`src/rtl/ram_dp_arbiter.sv`:
```
// Round-robin arbiter sharing one 64x8 true-dual-port RAM among four requesters.
// Grants up to two requests per cycle, one per port, and blocks same-address hazards involving writes.
module ram_dp_arbiter #(
  parameter int NREQ = 4,
  parameter int AW   = 6,
  parameter int DW   = 8
) (
  input  logic               clk,
  input  logic               rst,
  input  logic [NREQ-1:0]    req,
  input  logic [NREQ-1:0]    we,
  input  logic [NREQ*AW-1:0] addr,
  input  logic [NREQ*DW-1:0] wdata,
  output logic [NREQ-1:0]    gnt,
  output logic [NREQ-1:0]    rvalid,
  output logic [NREQ*DW-1:0] rdata,
  output logic               ram_we_a,
  output logic               ram_we_b,
  output logic [AW-1:0]      ram_addr_a,
  output logic [AW-1:0]      ram_addr_b,
  output logic [DW-1:0]      ram_data_a,
  output logic [DW-1:0]      ram_data_b,
  input  logic [DW-1:0]      ram_q_a,
  input  logic [DW-1:0]      ram_q_b
);

  logic [1:0] ptr;
  logic [1:0] rsel_a, rsel_b;
  logic       rv_a, rv_b;

  logic [1:0] sel_a, sel_b, idx;
  logic       has_a, has_b;
  logic       grant_a, grant_b;

  always_comb begin
    has_a = 1'b0;
    sel_a = ptr;
    has_b = 1'b0;
    sel_b = ptr;
    idx   = ptr;
    for (int k = 0; k < 4; k++) begin
      idx = ptr + 2'(k);
      if (!has_a && req[idx]) begin
        has_a = 1'b1;
        sel_a = idx;
      end
    end
    // B takes the next requester after A that does not collide with A on a write
    for (int k = 1; k < 4; k++) begin
      idx = sel_a + 2'(k);
      if (has_a && !has_b && req[idx] &&
          ((addr[idx*AW +: AW] != addr[sel_a*AW +: AW]) || (!we[idx] && !we[sel_a]))) begin
        has_b = 1'b1;
        sel_b = idx;
      end
    end
  end

  assign grant_a = has_a & ~rst;
  assign grant_b = has_b & ~rst;

  always_comb begin
    gnt = '0;
    if (grant_a) gnt[sel_a] = 1'b1;
    if (grant_b) gnt[sel_b] = 1'b1;
  end

  always_comb begin
    ram_we_a   = 1'b0;
    ram_addr_a = '0;
    ram_data_a = '0;
    ram_we_b   = 1'b0;
    ram_addr_b = '0;
    ram_data_b = '0;
    if (grant_a) begin
      ram_we_a   = we[sel_a];
      ram_addr_a = addr[sel_a*AW +: AW];
      ram_data_a = wdata[sel_a*DW +: DW];
    end
    if (grant_b) begin
      ram_we_b   = we[sel_b];
      ram_addr_b = addr[sel_b*AW +: AW];
      ram_data_b = wdata[sel_b*DW +: DW];
    end
  end

  always_ff @(posedge clk) begin
    if (rst) begin
      ptr    <= 2'd0;
      rv_a   <= 1'b0;
      rv_b   <= 1'b0;
      rsel_a <= 2'd0;
      rsel_b <= 2'd0;
    end else begin
      if (grant_b)      ptr <= sel_b + 2'd1;
      else if (grant_a) ptr <= sel_a + 2'd1;
      rv_a   <= grant_a & ~we[sel_a];
      rv_b   <= grant_b & ~we[sel_b];
      rsel_a <= sel_a;
      rsel_b <= sel_b;
    end
  end

  // Returns are suppressed while reset is held so an in-flight read is dropped immediately
  always_comb begin
    rvalid = '0;
    rdata  = '0;
    if (!rst && rv_a) begin
      rvalid[rsel_a]            = 1'b1;
      rdata[rsel_a*DW +: DW]    = ram_q_a;
    end
    if (!rst && rv_b) begin
      rvalid[rsel_b]            = 1'b1;
      rdata[rsel_b*DW +: DW]    = ram_q_b;
    end
  end

endmodule
```
`config.mk`:
```
export PLATFORM = sky130hd
export DESIGN_NAME = ram_dp_arbiter
export DESIGN_NICKNAME = d
export VERILOG_FILES = /design/src/rtl/ram_dp_arbiter.sv
export SDC_FILE = /design/constraint.sdc
export NUM_CORES = 1
export LEC_CHECK = 0
export BUFFER_PORTS_ARGS = -buffer_cell sky130_fd_sc_hd__buf_2
export CORE_UTILIZATION = 44
export CTS_BUF_LIST = sky130_fd_sc_hd__clkbuf_2
export CTS_CLUSTER_SIZE = 25
export DETAILED_ROUTE_END_ITERATION = 10
export PLACE_DENSITY = 0.8
export REMOVE_ABC_BUFFERS = 1
export SLEW_MARGIN = 20
export SYNTH_ARGS = -nofsm -noshare
export SYNTH_HDL_FRONTEND = slang
export SYNTH_SLANG_ARGS = --single-unit
```
`constraint.sdc`:
```
create_clock -name clk -period 4.4 [get_ports clk]
set_input_delay 0.22 -clock clk [delete_from_list [all_inputs] [get_ports clk]]
set_output_delay 0.22 -clock clk [all_outputs]
set_load 0.01 [all_outputs]
```
==> results of run 1 <==
## sequential cells by signal, indices dropped and copies added, names as in the netlist
name    flops
rsel_b      2
rsel_a      2
ptr         2
rv_a        1
rv_b        1
## what timing repair did
action	in CTS	in global routing
setup endpoints to repair	17	19
setup buffers	0	13
pin swaps	1	12
cloned	0	8
gates resized for setup	8	30
## metal layers
layer,global-route usage,routed length (um)
met3,0.0390,1520
met1,0.319,4360
met5,0,0
met2,0.531,6270
met4,0.138,798
## final timing paths
kind                from             to  slack [ns]  depth (start not counted)
setup / recovery  ptr[1]  ram_data_b[7]       -0.02                         18
hold / removal       rst         ptr[0]        0.36                          2
setup reg to reg  ptr[1]         ptr[1]        0.47                         17
hold reg to reg   ptr[0]         ptr[0]        0.78                          3
## through the flow
step	total power, W	setup TNS [ns]	setup WS [ns]	instances
after global placement	0.00241	0	0.235	639
after detailed placement	0.00247	0	0.130	639
after global routing	0.00343	-1.28	-0.113	663
final	0.00329	-0.0233	-0.0157	663
after floorplan	0.00176	-76.62	-3.58	374
after CTS	0.00256	0	0.00590	642
## cells in the final DEF, fill, tap and decap left out, drive strengths merged, types with 11 or more instances in the layout
master / n
buf: 185
o21ai: 21
a22o: 35
ha: 15
inv: 11
xnor2: 11
mux4: 14
mux2i: 30
o22ai: 14
nand2: 49
nand3: 24
or3: 12
nor2: 18
nor3: 11
## critical path, cell delays in order (launching register included)
cell       delay, ns
dfxtp_2         0.34
nor2b_4         0.12
a2111o_1        0.41
nand2_4         0.09
inv_4           0.04
ha_4            0.26
buf_6           0.14
mux4_2          0.31
o21ai_1         0.11
nand4_1         0.17
or4_4           0.56
nand2_2         0.14
nor2_1          0.09
o31ai_4         0.37
buf_6           0.20
clkbuf_16       0.16
mux2i_1         0.19
o22ai_1         0.10
buf_2           0.14
## layout make-up
class,count,area [sq um]
flip-flops and latches,8,163
clock buffers,3,15.0
multi-input cells,355,2880
inverters,11,51.3
fillers,560,2390
well taps,96,120
repair buffers,190,1220
## where the power goes
group          internal [W]   total, W  switching, W
registers          0.000101   0.000136     0.0000346
clock network     0.0000186  0.0000448     0.0000263
logic               0.00148    0.00311       0.00163
total               0.00160    0.00329       0.00169
## cell families (layout without fill, tap and decap cells)
family | after synthesis | count (layout) | share of synthesized area
XOR/XNOR | 14 | 14 | 0.0393
buffers and inverters | 41 | 204 | 0.0742
flip-flops | 8 | 8 | 0.0513
multiplexers | 44 | 44 | 0.197
adder cells (fa/ha/maj) | 15 | 15 | 0.0601
AND/OR/NAND/NOR | 159 | 159 | 0.263
AO/OA/AOI/OAI | 123 | 123 | 0.314
==> results list, run 1 <==
- The flow ran to the end, but the final reports show violations.
- The checks that failed: negative setup slack.
* Post-Place Cell Area: 4010 sq um
- Asr flop ratio synth: 0
* Avg Inst Size Synth: 7.72 sq um
* Type of element capturing the critical path: primary output
- The first routing iteration left approximately 390 violations.
* Clock latency at the later pin of the worst-skew pair: between 0.2 and 0.25 ns
- Routed Antenna Nets: 0
* Hold Fails Final Rpt: 0
- Counting every instance in the synthesized netlist gives a little over 400.
- For the pin with the worst max-slew slack, the measured transition is 1.14 ns.
* Placeable core region: roughly 6800 sq um
- The worst-case IR drop observed on VDD is between 0.4 and 0.5 mV.
- Summed over all nets, the half-perimeter wirelength after detailed placement is 8240 um.
- The root buffer cell chosen for the clock tree is clkbuf_2.
- The number of antenna diodes in the final layout is 0.
- Final critical-path required period: approximately 4.4 ns
* First-pass GRT wire length: 17200 um
- Of all nets on the critical path, the largest fanout is 7.
- The final layout contains routed wiring with a total length of ~13000 um.
* Maximum clock insertion buffer count: 2
- Worst relative slew slack: 0.237
- Initial core utilization: 0.457
- Among all cell types in the netlist, the one instantiated most often is nand2_1.
- In this run the power density over the cells is approximately 740 nW/um^2.
- The die is between 80 and 90 um wide.
* Chip height: 86.2 um
- Kind of critical path: reg -> out
- At the worst endpoint, the required time is ~4.2 ns.
- Vias in the first global route: 3816
* Clock tree sinks: 8
* Port buffer count: about 150
- Setup Viol. Count Final: 2
- The worst setup path is launched from a flip-flop.
- Number of clock buffers inserted by TritonCTS: 3
* Initial antenna violation count: 0
* Ys flop type: dfxtp_1
- After synthesis the cells add up to around 3100 sq um.
- DRC violation count after routing: 0
- Entering global routing, the biggest net connects 37 pins.
- Cell area after layout: between 4000 and 5000 sq um
- Routed vias: approximately 4400
- In this run, synthesis inferred 0 flip-flops with an integrated enable.
* Static leakage: ~2.2 nW
- Count of unique library cells instantiated by Yosys: 62
- Routability-driven placement finished with a final weighted congestion of about 0.98.
- Syn. warnings: 0
- The floorplan has 30 rows.
* Average routed wire per standard cell: 19.5 um
- The die covers about 7400 sq um.
- Maximum clock frequency: 0.226 GHz
* Library cell occupying the most area in the post-synthesis netlist: mux4_2
* Arrival @ worst endpoint: 4.20 ns
- Synth top cells by count: 48 x nand2_1, 35 x a22o_1, 30 x mux2i_1
- Number of nets at the end of the flow: between 600 and 700
* Flop and latch count out of synthesis: 8
- Final hold analysis gives a worst-case slack of 0.356 ns.
- For this run, the share of the core covered by cells in the final layout is 0.651.
- Between clock sinks in the finished design, the worst skew comes to 0.0273 ns.
- After global routing the overflow that remains totals 0.
- The area growth from synthesis to layout is 42.5%.
- The share of synthesized area in the top cell type comes to 0.101.
- Once routing completed, OpenROAD measured the worst setup slack at -0.0157 ns.
- For this design the top-level I/O count stands at 152.
- Clock input transition at the sequential cells of the worst setup and hold paths: roughly 0.10 ns
- Setup repair after global routing could not meet its margin everywhere.
- The worst hold path belongs to the class in -> reg.
- Via count normalized by instance count: 6.57
- Sequential-to-total area share from yosys stat: 0.0513
- Pre-Repair DR Iteration Count: 6
- TritonCTS built the clock tree.
- Final period util: 1.00
- CTS built an H-tree with a depth of 1.
- Across the run, the number of max-cap violations was 0.
- Fraction of layout instances using a drive strength above 1: 0.441
* Main area contributors after synthesis: mux4_2 10%, a22o_1 9.8%, mux2i_1 9.6%, ha_1 6.0%, nand2_1 5.8%
- Number of pins exceeding their max-slew limit in the final report: 0
* CTS Hold Buffers Added: 0
* GR Util All Layers: 0.286
(Power assumes the default switching activity.)
==> inputs of run 2 (changes only) <==
Settings changed: CTS_BUF_LIST sky130_fd_sc_hd__clkbuf_2 to not set.
==> run 2 against run 1 <==
Compared with the run above:
- the flow still finishes with violations (negative setup slack)
- non-clock buffer count fell by 2
- critical path type unchanged
- via count up 0.62%
- count of clock-buffer cells in the layout did not move
- critical endpoint is now ram_data_b[1]
- register-to-register slack lost 0.02 ns
- die area is the same
- power up 1.7%
- hold slack improved by 0.0030 ns
- sequential share of layout area is essentially flat
==> results list, run 2 (synthesis gave the netlist of run 1 again) <==
- Outcome: finished, violations left
- The checks that failed: negative setup slack.
- Final critical-path required period: between 4 and 5 ns
* Initial antenna violation count: 0
- The number of cells on the worst reg-to-reg path is 14.
* CP Cell Sequence: nor2b_4, a2111o_1, buf_4, buf_4, a221oi_2, or3_1, nand3_1, or4_4, nand2_2, nor2_1, o31ai_4, buf_6, clkbuf_16, mux2i_1, o22ai_1, buf_2
- CTS H-Tree Depth: 1
- Top-level I/O count: 152
* Maximum clock insertion buffer count: 2
- The setup check on the worst reg-to-reg path leaves a slack of 0.45 ns.
- Headroom to the max-slew limit came out at 0.248.
- The floorplan step defined a die boundary enclosing ~7400 sq um.
- Peak supply drop: about 0.56 mV
- Number of nets at the end of the flow: 664
- Type of the tightest min-delay check: in -> reg
* Average routed wire per standard cell: a little under 20 um
- Together, buffers and inverters on the worst path number 5.
- The worst hold path passes through 2 cells.
- Via count normalized by instance count: 6.63
* First-pass GRT wire length: between 15000 and 20000 um
* Number of rows in the core area: 30
* FF-to-FF End: ptr[1]
- STA puts the critical path data required time at about 4.2 ns.
* Vias in the first global route: between 3000 and 4000
- Across every metal layer, demand over resource in global routing totals 0.283.
- For this block, the routed nets add up to 12900 um of wire.
* Routed Antenna Nets: 0
- Fraction of layout instances using a drive strength above 1: 0.441
- At the end of routability-driven placement, the weighted congestion stood at 0.984.
* Registers with the most flip-flops: ptr: 2 flops, rsel_a: 2 flops, rsel_b: 2 flops
- Setup violations remaining at the end of the flow were counted as 5.
* Clock root buffer: clkbuf_8
* Most common cell after layout, fill and taps aside: buf_2
- The slowest stage of the critical path is the or4_4 cell.
* Area added between synthesis and finish: 43.5%
- Power spread over the standard cell area amounts to about 750 nW/um^2.
* DPL Wire Length: ~8200 um
- For this block, the via count after detailed routing is 4383.
- Arrival @ worst endpoint: 4.22 ns
- Summed over all cells, the static leakage comes to 2.16 nW.
* Total power after layout: roughly 0.0033 W
* Most repeated library cell on the critical path: buf_4
- In the post-route analysis, the smallest setup slack over all paths is -0.0404 ns.
- For hold timing, the worst endpoint is rsel_a[0].
- Cell area after layout: 4480 sq um
- Kind of critical path: reg -> out
- STA classifies the critical path endpoint as a primary output.
- The number of max-slew violations in the final report was 0.
- Pre-Repair DR Iteration Count: 6
- Of the available clock period, the critical path in the final layout requires 1.01.
- Entering global routing, the biggest net connects 37 pins.
- Of all nets on the critical path, the largest fanout is 12.
- Source of the critical timing path: ptr[1]
- In the routed design, unresolved DRC markers number 0.
- The region available for standard cell placement spans about 6800 sq um.
* Most frequent cells in the layout: 151 x buf_2, 47 x nand2_1, 34 x a22o_1
- Clock tree sinks: 8
- Across all hold checks on the routed design, the worst slack comes to about 0.36 ns.
* Pin slew with the least headroom to its limit: between 1 and 1.5 ns
* Unrepaired setup endpoints after global routing: yes
- The worst register-to-register path begins at ptr[1].
* Fin Clk Skew: ~0.0078 ns
* Maximum clock frequency: roughly 0.23 GHz
- In this run the cell area measured after placement is between 4000 and 5000 sq um.
- The initial utilization of the core area, before any placement, comes to 0.457.
- Among cell families on the critical path, the largest total delay comes from compound AO/OA/AOI/OAI gates.
* Critical Path Max Stage Delay: roughly 0.60 ns
* Antenna diode count: 0
* TritonCTS clock tree: yes
- The worst hold path begins at rst.
* Clock latency at the later pin of the worst-skew pair: ~0.23 ns
- After the first detailed-routing iteration, the DRC count stood at between 300 and 400.
- Die Wd: ~86 um
* Port buffer count: between 150 and 200
- From bottom edge to top edge, the die measures about 86 um.
* Launching element type of the critical path: flip-flop
- Clock input transition at the sequential cells of the worst setup and hold paths: around 0.05 ns
* Number of maximum-capacitance violations: 0
* Gr ovfl total: 0
- Clock tree synthesis inserted a total of 3 buffers.
* Hold Fails Final Rpt: 0
[run 2: changes by cell type in the layout (fill, tap and decap cells not counted), sizes merged]
cell | previous run | this run
buf | 185 | 184
clkbuf | 8 | 7
[run 2: worst max path at each step]
stage / end / slack, ns / cells after the start
2_1_floorplan: ram_data_b[2] / -3.58 / 15
3_5_place_dp: ram_data_b[3] / 0.13 / 18
4_1_cts: ram_data_b[3] / 0.008 / 16
6_report: ram_data_b[1] / -0.04 / 16
3_3_place_gp: ram_addr_b[4] / 0.23 / 18
5_1_grt: ram_data_b[1] / -0.15 / 16
[run 2: what timing repair did]
action | 4_1_cts | 5_1_grt
hold buffers | 0 | 0
cloned | 0 | 7
pin swaps | 0 | 9
setup buffers | 0 | 12
hold endpoints to repair | 0 | 0
endpoints found under the setup margin | 13 | 19
resized for setup | 6 | 35
[run 2: layout make-up]
type                       count  area (sq um)
multi-input combinational    355          2920
fill                         551          2350
timing repair buffer         188          1180
sequential                     8           163
tap                           96           120
inverter                      11          51.3
clock buffer                   3          41.3
[run 2: power breakdown]
| group | switching (W) | internal, W | total, W |
|---|---|---|---|
| Clock | 0.0000292 | 0.0000593 | 0.0000885 |
| Sequential | 0.0000336 | 0.000102 | 0.000135 |
| Combinational | 0.00165 | 0.00148 | 0.00313 |
[run 2: through the flow]
| step | setup WS (ns) | cells | utilization | TNS, ns |
|---|---|---|---|---|
| floorplan | -3.58 | 374 | - | -76.62 |
| global placement | 0.235 | 639 | 0.587 | 0 |
| detailed placement | 0.130 | 639 | 0.587 | 0 |
| CTS | 0.00848 | 642 | 0.596 | 0 |
| global route | -0.146 | 661 | 0.655 | -1.36 |
| finish | -0.0404 | 661 | 0.655 | -0.0734 |
[run 2: routing by layer]
metal | vias up | track usage | share of wire
met3 | 95 | 0.0333 | 0.10
met2 | 398 | 0.528 | 0.49
met1 | 1989 | 0.314 | 0.34
met4 | 0 | 0.145 | 0.069
met5 | - | 0 | 0
li1 | 1901 | - | -
==> inputs of run 3 (changes only) <==
Settings changed: CTS_BUF_LIST set to sky130_fd_sc_hd__clkbuf_16, PLACE_DENSITY 0.8 to 0.79.
==> run 3 against run 2 <==
Compared with the run above:
- the run still ends with negative setup slack left
- core utilization fell by 1.0 points
- design area fell by 1.5%
- combinational power fell by 9.3%
- power fell by 6.5%
- count of clock-buffer cells in the layout did not move
- die area did not move
- clock power rose by 72%
==> results list, run 3 (synthesis gave the netlist of run 1 again) <==
- The flow ran to the end, but the final reports show violations.
- The checks that failed: negative setup slack.
* Clock input transition at the sequential cells of the worst setup and hold paths: 0.04 ns
- Routed Antenna Nets: 0
* Registers with the most flip-flops: ptr: 2 flops, rsel_a: 2 flops, rsel_b: 2 flops
- FF-to-FF End: rv_b
- The library cells used most frequently in the layout, excluding fill and tap cells, are 151 x buf_2, 48 x nand2_1, 35 x a22o_1.
- Initial antenna violation count: 0
- In this run the power density over the cells is about 700 nW/um^2.
* Number of pins exceeding their max-slew limit in the final report: 0
- Top-level I/O count: between 150 and 200
* Maximum clock insertion buffer count: 2
* Global placer's final weighted congestion: a little under 1
- Vias in the first global route: between 3000 and 4000
- In this run the core area contains 30 standard-cell rows.
- Area added between synthesis and finish: 41.3%
* Most common cell after layout, fill and taps aside: buf_2
* Peak supply drop: approximately 0.54 mV
- After global routing the overflow that remains totals 0.
- Number of clock buffers inserted by TritonCTS: 3
- Kind of critical path: reg -> out
- The worst hold path terminates at rsel_a[1].
- R2R Setup Slk: 0.52 ns
* GR Util All Layers: 0.283
- Maximum number of pins on one net before global-route repair: 32
- Type of the tightest min-delay check: in -> reg
* DRT Wirelength: around 12000 um
- Setup TNS: -0.00357 ns
* Final critical-path required period: between 4 and 5 ns
* Initial core utilization: 0.457
- The pre-antenna-repair detailed-routing pass consisted of 5 iterations.
- STA puts the critical path data arrival time at around 4.2 ns.
* DRC violation count after routing: 0
- Final critical-path setup slack: -0.00357 ns
* TritonCTS clock tree: yes
- Port buffer count: 151
* Top fanout value on the critical path: 7
- Number of maximum-capacitance violations: 0
- CTS Hold Buffers Added: 0
* Clock latency at the later pin of the worst-skew pair: 0.23 ns
* Clock tree sinks: 8
- Final period util: 1.00
- Number of nets at the end of the flow: 658
- The final hold violation count was 0.
* CTS H-Tree Depth: 1
- Setup repair after global routing could not meet its margin everywhere.
- DPL Wire Length: 8400 um
- Clock root buffer: clkbuf_16
- The worst register-to-register path has a depth of 18.
- Counting instances, the worst hold path has a depth of 2.
* Via count normalized by instance count: ~6.3
* Launching element type of the critical path: flip-flop
- The first global-routing pass estimated 17000 um of wire.
- Measured along the y axis, the die boundary spans between 80 and 90 um.
- The worst setup path is captured at a primary output.
- The floorplan step set the die width to approximately 86 um.
- Antenna diode count: 0
- Endpoint required time on the critical path: 4.18 ns
- Critical register-to-register path startpoint: ptr[1]
- Worst relative slew slack: 0.271
* Pin slew with the least headroom to its limit: 1.09 ns
* Fin Clk Skew: between 0.0015 and 0.002 ns
- Final-layout fill cell count: 579
- Total die area: ~7400 sq um
* Initial detailed-routing violation count: between 300 and 400
- In this run the standard cell core region covers roughly 6800 sq um.
- Static leakage: approximately 2.1 nW
* Fin util: 0.645
* Fraction of layout instances using a drive strength above 1: 0.428
* Average routed wire per standard cell: roughly 18 um
- For this run, the top clock speed supported by timing is about 0.23 GHz.
* Worst min-delay path startpoint: rst
- Setup violations remaining at the end of the flow were counted as 1.
- Routed vias: roughly 4100
-- run 3: final cells by class --
| type | instances | area (sq um) | share of cell area |
|---|---|---|---|
| Sequential cell | 8 | 163 | 0.0369 |
| Tap cell | 96 | 120 | 0.0272 |
| Inverter | 11 | 51.3 | 0.0116 |
| Timing Repair Buffer | 182 | 1090 | 0.246 |
| Multi-Input combinational cell | 355 | 2910 | 0.661 |
| Clock buffer | 3 | 75.1 | 0.0170 |
-- run 3: power breakdown --
| part | internal, W | switching [W] |
|---|---|---|
| combinational | 0.00134 | 0.00150 |
| sequential | 0.000102 | 0.0000378 |
| clock | 0.000117 | 0.0000349 |
-- run 3: per-stage QoR --
stage	total power (W)	setup WS [ns]	hold WS, ns	cell area, sq um	cells
2_1_floorplan	0.00176	-3.58	0.289	2930	374
3_3_place_gp	0.00240	0.113	0.574	3990	640
3_5_place_dp	0.00244	0.00114	0.584	3990	640
4_1_cts	0.00264	0.0171	0.344	4090	643
5_1_grt	0.00332	-0.140	0.362	4410	655
6_report	0.00313	-0.00357	0.356	4410	655
-- run 3: worst max path at each step --
stage / startpoint / slack (ns) / cells after the start / endpoint
after floorplan: ptr[1] / -3.58 / 15 / ram_data_b[2]
after global placement: req[0] / 0.11 / 17 / gnt[1]
after detailed placement: req[3] / 0.001 / 17 / gnt[1]
after CTS: ptr[1] / 0.02 / 16 / ram_data_b[1]
after global routing: ptr[1] / -0.14 / 19 / ram_addr_b[1]
final: ptr[1] / -0.004 / 19 / ram_addr_b[1]
-- run 3: routing by layer --
metal  vias up  part of all wire  wire length (um)  track usage
met1      1918              0.38              4510        0.339
met4         0             0.044               517        0.132
met2       284              0.48              5720        0.509
met3        41             0.092              1100       0.0286
met5         -                 0                 0            0
li1       1894                 -                 -            -
-- run 3: worst max-delay path, stage by stage, from the launching register on --
cell and delay [ns]:
dfxtp_2 0.33, nor2b_4 0.13, a2111o_1 0.41, nand2_4 0.09
inv_4 0.04, ha_4 0.27, buf_6 0.13, buf_6 0.09
mux4_2 0.30, o21ai_2 0.07, nand3_1 0.07, or4_4 0.57
nor3b_4 0.18, a211oi_2 0.29, o31ai_4 0.13, buf_6 0.16
clkbuf_16 0.17, mux2i_1 0.13, o22ai_1 0.19, buf_2 0.17
-- run 3: what timing repair did --
item | 4_1_cts | 5_1_grt
gates cloned | 0 | 4
pin swaps | 0 | 8
buffers inserted | 0 | 9
setup endpoints to repair | 18 | 19
resized for setup | 6 | 32
